--- config.mk ---
export PLATFORM = sky130hd
export DESIGN_NAME = wb_write_queue
export DESIGN_NICKNAME = d
export VERILOG_FILES = /design/src/rtl/wb_write_queue.sv
export SDC_FILE = /design/constraint.sdc
export NUM_CORES = 1
export LEC_CHECK = 0
export BUFFER_PORTS_ARGS = -buffer_cell sky130_fd_sc_hd__buf_4
export CORE_ASPECT_RATIO = 2
export CORE_MARGIN = 2
export CORE_UTILIZATION = 54
export CTS_CLUSTER_SIZE = 25
export DETAILED_ROUTE_END_ITERATION = 7
export PLACE_DENSITY_LB_ADDON = 0.05
export SLEW_MARGIN = 20
export SYNTH_ARGS = -nofsm -noshare
export SYNTH_HDL_FRONTEND = slang
export SYNTH_SLANG_ARGS = --single-unit
--- constraint.sdc ---
create_clock -name clk -period 3.2 [get_ports clk]
set_input_delay 0.32 -clock clk [delete_from_list [all_inputs] [get_ports clk]]
set_output_delay 0.32 -clock clk [all_outputs]
set_load 0.02 [all_outputs]
--- src/rtl/wb_write_queue.sv ---
// wb_write_queue: regfile write-port arbiter, ALU first, loads queued in order.
// Define WBQ_BYPASS_EN to add decode bypass lookup of pending writes.
module wb_write_queue #(
  parameter int DEPTH = 4,
  parameter int AW    = 5,
  parameter int DW    = 32
) (
  input  logic          clk,
  input  logic          reset,
  input  logic          alu_valid,
  input  logic [AW-1:0] alu_addr,
  input  logic [DW-1:0] alu_data,
  input  logic          mem_valid,
  output logic          mem_ready,
  input  logic [AW-1:0] mem_addr,
  input  logic [DW-1:0] mem_data,
  output logic          rf_wr,
  output logic [AW-1:0] rf_addr,
  output logic [DW-1:0] rf_data,
  output logic          q_empty,
  input  logic [AW-1:0] rd_addr1,
  input  logic [AW-1:0] rd_addr2,
  output logic          byp_hit1,
  output logic [DW-1:0] byp_data1,
  output logic          byp_hit2,
  output logic [DW-1:0] byp_data2
);

  localparam int PW = $clog2(DEPTH);
  localparam int CW = PW + 1;

  logic [AW-1:0]    q_addr [DEPTH];
  logic [DW-1:0]    q_data [DEPTH];
  logic [DEPTH-1:0] q_vld;
  logic [PW-1:0]    wr_ptr;
  logic [PW-1:0]    rd_ptr;
  logic [CW-1:0]    count;
  logic             alu_acc;
  logic             push;
  logic             pop;

  assign mem_ready = (count != CW'(DEPTH)) & reset;
  assign alu_acc   = alu_valid & (alu_addr != '0);
  assign push      = mem_valid & mem_ready & (mem_addr != '0);
  assign pop       = ~alu_acc & (count != '0);
  assign q_empty   = ~|q_vld;

  always_ff @(posedge clk) begin
    if (!reset) begin
      wr_ptr  <= '0;
      rd_ptr  <= '0;
      count   <= '0;
      q_vld   <= '0;
      rf_wr   <= 1'b0;
      rf_addr <= '0;
      rf_data <= '0;
    end else begin
      if (alu_acc) begin
        rf_wr   <= 1'b1;
        rf_addr <= alu_addr;
        rf_data <= alu_data;
        // older queued loads to this register must never land after it
        for (int i = 0; i < DEPTH; i++)
          if (q_addr[i] == alu_addr) q_vld[i] <= 1'b0;
      end else if (pop) begin
        rf_wr         <= q_vld[rd_ptr];
        rf_addr       <= q_addr[rd_ptr];
        rf_data       <= q_data[rd_ptr];
        q_vld[rd_ptr] <= 1'b0;
        rd_ptr        <= rd_ptr + 1'b1;
      end else begin
        rf_wr <= 1'b0;
      end
      if (push) begin
        q_vld[wr_ptr]  <= 1'b1;
        q_addr[wr_ptr] <= mem_addr;
        q_data[wr_ptr] <= mem_data;
        wr_ptr         <= wr_ptr + 1'b1;
      end
      count <= count + CW'(push) - CW'(pop);
    end
  end

`ifdef WBQ_BYPASS_EN
  logic [DW:0]   byp1;
  logic [DW:0]   byp2;
  logic [PW-1:0] idx;

  // scan oldest to youngest so the youngest match wins
  always_comb begin
    byp1 = '0;
    byp2 = '0;
    idx  = '0;
    if (rf_wr && rf_addr == rd_addr1) byp1 = {1'b1, rf_data};
    if (rf_wr && rf_addr == rd_addr2) byp2 = {1'b1, rf_data};
    for (int i = 0; i < DEPTH; i++) begin
      idx = rd_ptr + PW'(i);
      if (q_vld[idx] && q_addr[idx] == rd_addr1)
        byp1 = {1'b1, q_data[idx]};
      if (q_vld[idx] && q_addr[idx] == rd_addr2)
        byp2 = {1'b1, q_data[idx]};
    end
    if (rd_addr1 == '0) byp1 = '0;
    if (rd_addr2 == '0) byp2 = '0;
  end

  assign byp_hit1  = byp1[DW];
  assign byp_data1 = byp1[DW-1:0];
  assign byp_hit2  = byp2[DW];
  assign byp_data2 = byp2[DW-1:0];
`else
  logic unused_rd;
  assign unused_rd = ^{rd_addr1, rd_addr2};
  assign byp_hit1  = 1'b0;
  assign byp_data1 = '0;
  assign byp_hit2  = 1'b0;
  assign byp_data2 = '0;
`endif

endmodule

Yosys cells after proc, flatten, opt, wreduce, memory -nomap -nowiden
Memory sizes are Yosys's and may differ from the RTL's. A register that Yosys moved wholly into a read port is not among the register bits.
Index checks and enable logic that the tools add are counted.
- logic and storage cells: 67
- register bits: 49
- memories: 2
- input bits: 88
- RAM bits: 148
- output and inout bits: 106
- reduce and logical (&&, ||, !) cells: 9
- muxes and demuxes: 27
- equality and inequality tests: 5
- bitwise gates (word level): 9
- $lt $le $gt $ge: 4
- $add $sub $neg: 4
- memory list (name ; words ; bits a word ; rd ports ; clocked after Yosys merged registers in ; wr ports ; line ; text):
    q_data ; 4 ; 32 ; 1 ; 1 ; 1 ; 33 ; logic [DW-1:0] q_data [DEPTH];
    q_addr ; 4 ; 5 ; 5 ; 1 ; 1 ; 32 ; logic [AW-1:0] q_addr [DEPTH];
- operators by type and width (cell ; number):
    $mux W32 ; 2
    $eq A5 B5 Y1 ; 4
    $mux W4 ; 4
    $mux W1 ; 12
    $mux W5 ; 2
    $reduce_bool A5 Y1 ; 2
    $mux W2 ; 4
    $lt A2 B3 Y1 const B ; 2
    $and A1 B1 Y1 ; 5
    $add A2 B1 Y2 const B ; 2
    $and A4 B4 Y4 ; 1
    $demux W1 S2 ; 2
    $ge A2 B1 Y1 const B ; 2
    $not A4 Y4 ; 1
    $or A4 B4 Y4 ; 1
    $reduce_or A4 Y1 ; 1
    $add A3 B1 Y3 ; 1
    $ne A3 B3 Y1 const B ; 1
    $reduce_bool A3 Y1 ; 1
    $sub A3 B1 Y3 ; 1
    $bmux W1 S2 ; 1
    $logic_and A1 B1 Y1 ; 2
    $reduce_and A2 Y1 ; 1
    $reduce_bool A2 Y1 ; 1
    other kinds (2) ; 2

Longest topological paths before layout
- word-level depth: 11
- gate-level depth with buffers: 13
- depth with buffers taken out: 10

Least setup slack after synthesis
No wires, ideal clock.
- path kind: input port to flip-flop
- start: input port alu_addr[0]
- end: register count[2]
- arrival time: 2.514 ns
- buffers on the path: 3
- setup time: 0.128 ns
- data required time: 3.072 ns
- slack: 0.559 ns
- stages on the path: 13
- cells stage by stage: buf_2 > or4_4 > o21a_1 > buf_6 > buf_8 > nor2_1 > ha_1 > inv_1 > ha_1 > inv_1 > fa_1 > xnor2_1 > nor2_1
- word-level cells in the longest chain between the ends: 5
- ends and longest elaborated chain (item ; line ; text):
    start, declared ; 11 ; input logic [AW-1:0] alu_addr,
    $reduce_bool A5 Y1 ; 43 ; assign alu_acc = alu_valid & (alu_addr != '0);
    $and A1 B1 Y1 ; 43 ;
    $not A1 Y1 (no line) ; -- ;
    $and A1 B1 Y1 ; 45 ; assign pop = ~alu_acc & (count != '0);
    $sub A3 B1 Y3 ; 80 ; count <= count + CW'(push) - CW'(pop);
    end signal, assigned ; 80 ;
    end, declared ; 37 ; logic [CW-1:0] count;
Every way passes these cells.
A chain may end at the register's enable or synchronous reset.

Final worst setup path
- start: register count[2]
- end: register count[2]
- word-level cells in the longest chain between the ends: 6
- elaborated cells between the ends (all ways): 8
- classes of those cells: 2 x add/sub; 1 x eq/ne; 4 x bitwise; 1 x reduce/logical
- ends and longest elaborated chain (item ; line ; text):
    $ne A3 B3 Y1 ; 42 ; assign mem_ready = (count != CW'(DEPTH)) & reset;
    $and A1 B1 Y1 ; 42 ;
    $and A1 B1 Y1 (2 in series) ; 44 ; assign push = mem_valid & mem_ready & (mem_addr != '0);
    $add A3 B1 Y3 ; 80 ;
    $sub A3 B1 Y3 * ; 80 ;
Mark *: on every way between the ends. The rest lies on a longest branch, timed or not.

==> results.sh <==
export IMPL_detail_route_drc_violations=0
export IMPL_powerDensity_nw_per_um2=704
export IMPL_place_detailed_hpwl_um=10900
export IMPL_detailroute_via_count=4843
export IMPL_slew_headroom_pct=29.6
export IMPL_setup_violations_final=0
export IMPL_status="completed"
export IMPL_design_portCount=194
export IMPL_vdd_ir_drop_worst_mv=0.510
export IMPL_die_outline_width_um=92.2
export IMPL_cts_root_buffer="sky130_fd_sc_hd__clkbuf_16"
export IMPL_post_cts_hold_buffer_count=0
export IMPL_finish_net_count=780
export IMPL_drive_above_1_share_pct=29.5
export IMPL_busiest_layer="met2"
export IMPL_std_cell_rows=64
export IMPL_placed_cells=859
export IMPL_detail_route_first_pass_iterations=5
export IMPL_layout_worst_path_cycle_share_pct=74.8
export IMPL_number_of_antenna_violations_at_the_first_check_in_global_routing=0
export IMPL_final_hold_viol_count=0
export IMPL_timing_critical_path_required_ns=3.50
export IMPL_route_antenna_remaining_nets=0
export IMPL_finClkSkew_ns=0.0106
export IMPL_tightest_slew_ns=1.06
export IMPL_syn_avg_cell_area_um2=14.6
export IMPL_holdCritPathClass="primary input to flip-flop"
export IMPL_global_route_usage_sum_pct=21.9
export IMPL_grt_pass1_wl_um=26900
export IMPL_layout_cells_non_filler=892
export IMPL_timing_setup_critical_path_class="flip-flop to flip-flop"
export IMPL_cts_sink_count=199
export IMPL_arrival_ns=2.69
export IMPL_yosys_warnings=0
export IMPL_n_fill_cell=1168
export IMPL_fin_worst_hold_slack_ns=0.0875
export IMPL_timing_final_crit_period_ns=2.39
export IMPL_detail_route_wirelength_um=17200
export IMPL_tritoncts_buffer_count=17
export IMPL_post_cts_setup_buffer_count=0
export IMPL_dpl_cell_area_um2=9150
export IMPL_crit_fanout=7
export IMPL_die_y_um=180
export IMPL_floorplan_die_area_um2=16600
export IMPL_met3_capacity_usage_during_global_routing_pct=5.52
export IMPL_met2_usage_pct=40.0
export IMPL_drc_marker_count_from_the_first_detailed_route_iteration=154
export IMPL_io_buffer_count=117
export IMPL_wire_per_inst_um=19.3
export IMPL_netlist_instances=575
export IMPL_synth_cell_type_count=37
export IMPL_gp_congestion=0.801
export IMPL_clock_tree_buffer_depth=2
export IMPL_clk_pin_slew_worst_setup_hold_paths_ns=0.07
export IMPL_insertion_delay_ns=0.43
export IMPL_final_number_of_max_transition_violations=0
export IMPL_placeableCoreArea_um2=15300
export IMPL_cap_violations=0
export IMPL_synth_sequential_area_ratio_pct=65.0
export IMPL_final_design_area_no_fill_um2=9780
export IMPL_cp_start_kind="flip-flop"
export IMPL_via_per_inst=5.43
export IMPL_finalSetupTns_ns=0
export IMPL_grt_overflow_total=0
export IMPL_cp_end_kind="flip-flop"
export IMPL_total_inserted_antenna_cells=0
export IMPL_initial_utilization_pct=54.9
export IMPL_max_clock_freq_mhz=418
export IMPL_static_power_due_to_leakage_uw=0.00363
export IMPL_grt_setup_unrepaired="no"
export IMPL_cts_tree="done"
export IMPL_syn2layout_area_growth_pct=16.4
export IMPL_via_count_of_the_first_global_routing_pass=4962
export IMPL_cts_repair_resized=0
export IMPL_final_core_util_pct=64.0
export IMPL_groute_layer_met1_usage_pct=24.5
export IMPL_maximum_number_of_pins_on_one_net_before_global_route_repair=45
export IMPL_syn_area_um2=8400
export IMPL_htree_levels=4
export IMPL_synth_seq_cells=199
area by class of cell:
type,count,area [um2],share of cell area [%]
well taps,198,248,2.53
multi-input cells,331,2470,25.2
clock inverters,8,56.3,0.576
inverters,8,30.0,0.307
flip-flops and latches,199,5470,55.9
clock buffers,24,547,5.59
repair buffers,124,963,9.85
worst paths after layout:
path | to | depth (start not counted) | start | slack (ns)
worst min register to register | rf_data[15]$_SDFFE_PN0P_ | 2 | rf_data[15]$_SDFFE_PN0P_ | 0.53
worst max register to register | count[2]$_SDFF_PN0_ | 10 | count[2]$_SDFF_PN0_ | 0.81
worst min-delay path | q_data[3][22]$_DFFE_PP_ | 1 | mem_data[22] | 0.09
worst max-delay path | count[2]$_SDFF_PN0_ | 10 | count[2]$_SDFF_PN0_ | 0.81
through the flow:
stage | setup WS [ns] | total power, uW
detailed placement | 0.486 | 4870
finish | 0.805 | 6890
floorplan | 0.559 | 4340
CTS | 0.811 | 6970
global route | 0.660 | 7210
global placement | 0.540 | 4840
synthesized netlist by cell type:
cell | n | area (um2)
sky130_fd_sc_hd__a211oi_1 | 2 | 15.0
sky130_fd_sc_hd__a21oi_1 | 74 | 370
sky130_fd_sc_hd__a41o_1 | 4 | 40.0
sky130_fd_sc_hd__and2_1 | 6 | 37.5
sky130_fd_sc_hd__buf_1 | 1 | 3.75
sky130_fd_sc_hd__buf_2 | 9 | 45.0
sky130_fd_sc_hd__buf_4 | 66 | 495
sky130_fd_sc_hd__buf_6 | 6 | 67.6
sky130_fd_sc_hd__buf_8 | 1 | 15.0
sky130_fd_sc_hd__clkbuf_1 | 19 | 71.3
sky130_fd_sc_hd__conb_1 | 1 | 3.75
sky130_fd_sc_hd__dfxtp_1 | 51 | 1020
sky130_fd_sc_hd__edfxtp_1 | 148 | 4440
sky130_fd_sc_hd__fa_1 | 1 | 20.0
sky130_fd_sc_hd__ha_1 | 10 | 125
sky130_fd_sc_hd__inv_1 | 8 | 30.0
sky130_fd_sc_hd__mux2i_1 | 2 | 20.0
sky130_fd_sc_hd__mux4_2 | 38 | 856
sky130_fd_sc_hd__nand2_1 | 37 | 139
sky130_fd_sc_hd__nand3_1 | 7 | 35.0
sky130_fd_sc_hd__nand4_1 | 4 | 25.0
sky130_fd_sc_hd__nor2_1 | 7 | 26.3
sky130_fd_sc_hd__nor3_1 | 5 | 25.0
sky130_fd_sc_hd__nor4_1 | 1 | 6.26
sky130_fd_sc_hd__o2111a_1 | 1 | 11.3
sky130_fd_sc_hd__o21a_1 | 1 | 7.51
sky130_fd_sc_hd__o21ai_0 | 34 | 170
sky130_fd_sc_hd__o21ai_1 | 1 | 5.00
sky130_fd_sc_hd__o21ai_2 | 1 | 8.76
sky130_fd_sc_hd__o21ai_4 | 1 | 16.3
sky130_fd_sc_hd__o31ai_2 | 1 | 12.5
sky130_fd_sc_hd__or3_1 | 1 | 6.26
sky130_fd_sc_hd__or3b_2 | 1 | 8.76
sky130_fd_sc_hd__or4_1 | 1 | 7.51
sky130_fd_sc_hd__or4_4 | 1 | 11.3
sky130_fd_sc_hd__xnor2_1 | 10 | 87.6
sky130_fd_sc_hd__xor2_1 | 13 | 114
sequential cells by signal, summed over array words and instances (netlist names), named ones only:
register and count:
q_data 128, q_vld 4, rd_ptr 2, q_addr 20
rf_data 32, count 3, wr_ptr 2, rf_wr 1
rf_addr 5
critical path, stage by stage (launching register included):
cell                       delay, ns
sky130_fd_sc_hd__dfxtp_1        0.40
sky130_fd_sc_hd__or3b_2         0.48
sky130_fd_sc_hd__o2111a_1       0.25
sky130_fd_sc_hd__inv_1          0.09
sky130_fd_sc_hd__ha_1           0.22
sky130_fd_sc_hd__inv_1          0.05
sky130_fd_sc_hd__ha_1           0.13
sky130_fd_sc_hd__inv_1          0.05
sky130_fd_sc_hd__fa_1           0.37
sky130_fd_sc_hd__xnor2_1        0.16
sky130_fd_sc_hd__nor2_1         0.06
logic make-up after synthesis:
family	Yosys count	synth area share, %
compound gates	120	7.82
mux	40	10.4
xor+xnor	23	2.40
simple gates	71	3.90
buf+inv	110	8.66
flops	199	65.0
other cells	1	0.0446
fa+ha+maj	11	1.73
report_power, final:
group | internal (uW) | leakage, uW | switching (uW) | total, uW
logic | 675 | 0.00157 | 982 | 1660
registers | 2990 | 0.00177 | 141 | 3130
clock network | 1200 | 0.000294 | 899 | 2100
total | 4860 | 0.00363 | 2020 | 6890
cell usage in the layout (no fill, tap or decap), drive strengths merged, types with 2 or more instances in the layout:
master / count
a211oi: 2
a21oi: 74
a41o: 4
and2: 6
buf: 124
clkbuf: 24
clkinv: 7
conb: 66
dfxtp: 51
edfxtp: 148
ha: 10
inv: 8
mux2i: 2
mux4: 38
nand2: 37
nand3: 7
nand4: 4
nor2: 7
nor3: 5
o21ai: 37
or4: 2
xnor2: 10
xor2: 13
per-layer routing:
metal / share of wire [%] / vias up / wire length (um)
li1: - / 2218 / -
met1: 37 / 2410 / 6330
met2: 56 / 189 / 9590
met3: 5.0 / 26 / 864
met4: 2.3 / 0 / 394
met5: 0 / - / 0
Note: power is estimated with default switching activity, not from simulation.
